===== config.mk =====
export PLATFORM = sky130hd
export DESIGN_NAME = gate_test_sequencer
export DESIGN_NICKNAME = d
export VERILOG_FILES = /design/src/rtl/gate_test_sequencer.sv
export SDC_FILE = /design/constraint.sdc
export NUM_CORES = 1
export LEC_CHECK = 0
export CORE_MARGIN = 2
export CORE_UTILIZATION = 37
export DETAILED_ROUTE_END_ITERATION = 10
export PLACE_DENSITY_LB_ADDON = 0.2
export SYNTH_ARGS = -nofsm -noshare
export SYNTH_HDL_FRONTEND = slang
export SYNTH_SLANG_ARGS = --single-unit

===== constraint.sdc =====
create_clock -name clk -period 2.87 [get_ports clk]
set_clock_uncertainty 0.2 [all_clocks]
set_input_delay 0.574 -clock clk [delete_from_list [all_inputs] [get_ports clk]]
set_output_delay 0.574 -clock clk [all_outputs]
set_load 0.01 [all_outputs]

===== src/rtl/gate_test_sequencer.sv =====
// Purpose : clocked self-checking sequencer for a 2-input combinational gate under test;
//           walks vectors 00,01,10,11, holds each SETTLE+1 cycles, samples dut_y and
//           compares against truth table TT (bit index = {a,b}).
// Latency : done pulses in the cycle after edge E0+4*(SETTLE+1) when start is accepted at E0.
// Backpr. : none; start is honoured only in IDLE, abort cancels a run in SETTLE/CHECK.
// Ports   : clk/rst (async active-high), start/abort from the harness, dut_y from the gate,
//           dut_a/dut_b to the gate, exp_y/vec_idx/busy/done/pass/err_count/fail_mask status.
module gate_test_sequencer #(
    parameter logic [3:0] TT     = 4'b1000,
    parameter int         SETTLE = 2
) (
    input  logic       clk,
    input  logic       rst,
    input  logic       start,
    input  logic       abort,
    input  logic       dut_y,
    output logic       dut_a,
    output logic       dut_b,
    output logic       exp_y,
    output logic [1:0] vec_idx,
    output logic       busy,
    output logic       done,
    output logic       pass,
    output logic [2:0] err_count,
    output logic [3:0] fail_mask
);

    localparam logic [1:0] S_IDLE   = 2'd0;
    localparam logic [1:0] S_SETTLE = 2'd1;
    localparam logic [1:0] S_CHECK  = 2'd2;
    localparam logic [1:0] S_DONE   = 2'd3;

    localparam logic [3:0] CNT_LOAD = 4'(SETTLE - 1);

    logic [1:0] state;
    logic [3:0] cnt;
    logic       mismatch;
    logic [2:0] err_next;

    assign exp_y    = TT[{dut_a, dut_b}];
    assign busy     = (state == S_SETTLE) || (state == S_CHECK);
    assign done     = (state == S_DONE);
    assign mismatch = (state == S_CHECK) && (dut_y != TT[vec_idx]);
    // At most four CHECK cycles per run, so the 3-bit count never wraps.
    assign err_next = err_count + {2'b00, mismatch};

    always_ff @(posedge clk or posedge rst) begin
        if (rst) begin
            state     <= S_IDLE;
            cnt       <= 4'd0;
            vec_idx   <= 2'd0;
            dut_a     <= 1'b0;
            dut_b     <= 1'b0;
            pass      <= 1'b0;
            err_count <= 3'd0;
            fail_mask <= 4'd0;
        end else begin
            case (state)
                S_IDLE: begin
                    if (start) begin
                        err_count <= 3'd0;
                        fail_mask <= 4'd0;
                        pass      <= 1'b0;
                        vec_idx   <= 2'd0;
                        dut_a     <= 1'b0;
                        dut_b     <= 1'b0;
                        cnt       <= CNT_LOAD;
                        state     <= S_SETTLE;
                    end
                end
                S_SETTLE: begin
                    if (abort) begin
                        state   <= S_IDLE;
                        pass    <= 1'b0;
                        vec_idx <= 2'd0;
                        dut_a   <= 1'b0;
                        dut_b   <= 1'b0;
                        cnt     <= 4'd0;
                    end else if (cnt == 4'd0) begin
                        state <= S_CHECK;
                    end else begin
                        cnt <= cnt - 4'd1;
                    end
                end
                S_CHECK: begin
                    // A mismatch is recorded even if this cycle is also aborted.
                    if (mismatch) begin
                        err_count          <= err_next;
                        fail_mask[vec_idx] <= 1'b1;
                    end
                    if (abort) begin
                        state   <= S_IDLE;
                        pass    <= 1'b0;
                        vec_idx <= 2'd0;
                        dut_a   <= 1'b0;
                        dut_b   <= 1'b0;
                        cnt     <= 4'd0;
                    end else if (vec_idx == 2'd3) begin
                        state <= S_DONE;
                        // Use the post-update count so a last-vector mismatch clears pass.
                        pass  <= (err_next == 3'd0);
                    end else begin
                        vec_idx        <= vec_idx + 2'd1;
                        {dut_a, dut_b} <= vec_idx + 2'd1;
                        cnt            <= CNT_LOAD;
                        state          <= S_SETTLE;
                    end
                end
                default: begin
                    state <= S_IDLE;
                end
            endcase
        end
    end

endmodule


==> out/summary.txt <==
Die area -> 3221 um^2
Rel. slew slack -> 57.83%
Setup Viol. Count Final -> 0
VDD IR max -> 0.3713 mV
CTS sink cnt -> 16
Syn_nets -> 130
Final #Nets -> 152
Worst Path Max Fanout -> 4
FFs w/ async S/R, synth -> 100.0%
EDFF count, synth -> 0
Crit. End Element -> primary output
Fin worst setup slack -> 435.9 ps
Setup slack at placement -> 213.3 ps
Critical Path RT -> 2100 ps
Worst-skew pair later-pin latency -> 300 ps
Total global routing overflow -> 0
Critical Path Start Type -> flop
Routed Wire Length -> 2105 um
Final instance area -> 1284 um^2
Largest net degree at the start of global routing -> 17
WP data arrival -> 1660 ps
Share of the synthesized area in the top cell type -> 38.88%
Vias per cell -> 5.152
IO buf count -> 19
1st-iter DRT viols -> 22
Initial antenna violation count -> 0
Final Hold Vio Count -> 0
DRT antenna net count -> 0
Total GRT Usage -> 14.01%
Fin crit share -> 84.81%
Seq cells post-synth -> 16
Dpl hpwl -> 1614 um
Main synth FF type -> dfrtp_1
Global placement routability congestion -> 0.8016
Register area share after synthesis -> 38.88%
Htree depth -> 1
Cell Area, Synth -> 1030 um^2
Cell variety after synth -> 33
Most numerous cell in the Yosys netlist -> dfrtp_1
Vias -> 850
Synth top cells by count -> dfrtp_1, ha_1, nor2_1
Leakage -> 0.6019 nW
FMAX -> 410.8 MHz
Hold slack -> 318.2 ps
Avg WL per Cell -> 12.76 um
Core area -> 2710 um^2
Setup bufs post-CTS -> 0
Die Y -> 56.76 um
TritonCTS clock tree -> yes
Outcome -> finished clean
First-pass DRT Iterations -> 4
Row count -> 19
Mapped Cells -> 113
First-pass GRT wire length -> 3525 um
Resized Gates After CTS -> 0
Mean area per synthesized cell -> 9.113 um^2
Dpl cell area -> 1247 um^2
Initial cell density of the core -> 38.00%
Worst Tran Pin Value -> 631.9 ps
Worst Hold Class -> reg -> reg
DRC violations left -> 0
Deepest clock path buffer count -> 2
Worst-path clk slew -> 110 ps
Vias in the first global route -> 818
Number of buffers created by CTS -> 3
Die width -> 56.76 um
Synth area leader -> dfrtp_1
# IOs -> 20
Max cap viols -> 0
Pins Over Slew Limit -> 0
WS Path Type -> reg -> out
YS warnings -> 0
Hold buffers post-CTS -> 0
Ranking of synthesized cells by area -> dfrtp_1, ha_1, a21oi_1
N_diodes -> 0
Placed Instances -> 161
Post-route insts no fill -> 165
Sum Neg Setup Slack -> 0 ps
RSZ-0062 raised after global routing -> no
Power Density -> 748.1 nW/um^2
Clock root cell -> clkbuf_4
Min Clock Period, post-route -> 2434 ps
Layout cells sized above 1 -> 6.716%
P&R area growth vs syn -> 24.67%
where the power goes:
part | total [mW] | internal [mW] | switching [mW] | leakage, nW
Sequential | 0.309 | 0.269 | 0.0403 | 0.217
Combinational | 0.498 | 0.224 | 0.274 | 0.364
Clock | 0.154 | 0.0774 | 0.0764 | 0.0210
through the flow:
stage,total power [mW],utilization [%]
CTS,0.9661,47.37
global placement,0.8003,46.03
detailed placement,0.8095,46.03
floorplan,0.6521,-
global route,1.038,47.37
finish,0.9604,47.37
routing by layer:
| metal | up-vias | part of all wire [%] | GRT usage [%] |
|---|---|---|---|
| met5 | - | 0 | 0 |
| met4 | 0 | 0.90 | 2.990 |
| met3 | 2 | 4.3 | 5.300 |
| met2 | 15 | 50 | 24.92 |
| met1 | 401 | 44 | 15.88 |
| li1 | 432 | - | - |
final timing paths:
kind,from,end,slack [ps],cells after the start
hold / removal,fail_mask[2],fail_mask[2],320,2
hold reg to reg,fail_mask[2],fail_mask[2],320,2
max in group asynchronous,rst,dut_b,1610,2
min in group asynchronous,rst,fail_mask[2],440,2
setup reg to reg,dut_a,pass,580,7
setup / recovery,state[0],busy,440,3
registers in the layout, summed over array words and instances, names as in the netlist:
name       flops
pass           1
state          2
dut_a          1
fail_mask      4
err_count      3
cnt            4
dut_b          1
layout make-up:
| cell class | instances | area, um^2 |
|---|---|---|
| Inverter | 9 | 33.78 |
| Fill cell | 272 | 1426 |
| Multi-Input combinational cell | 83 | 561.8 |
| Sequential cell | 16 | 400.4 |
| Tap cell | 31 | 38.79 |
| Clock buffer | 4 | 36.28 |
| Timing Repair Buffer | 22 | 212.7 |
cell families after synthesis:
group	synth area share (%)
and+or+nand+nor	20.05
buffers and inverters	6.561
adders and majority gates	14.58
AOI/OAI and AO/OA	16.16
DFF	38.88
muxes	2.066
xor gates and xnor gates	1.701
placed cells by master (no fill, tap or decap), types with 2 or more instances in the layout:
master	n
o21ai_1	2
xor2_1	2
a31oi_1	3
nand2b_1	5
nand3b_1	2
nor2_1	10
nor2b_1	3
nand3_1	4
nor3_1	3
ha_1	12
inv_1	9
a21oi_1	9
o31ai_1	2
nand2_1	7
buf_4	3
clkdlybuf4s50_1	19
clkbuf_4	3
o21ai_0	5
dfrtp_1	16
critical path, cell delays in order (launching register included):
cell	delay (ps)
dfrtp_1	420
inv_1	80
ha_1	320
clkdlybuf4s50_1	540
(Power assumes the default switching activity.)
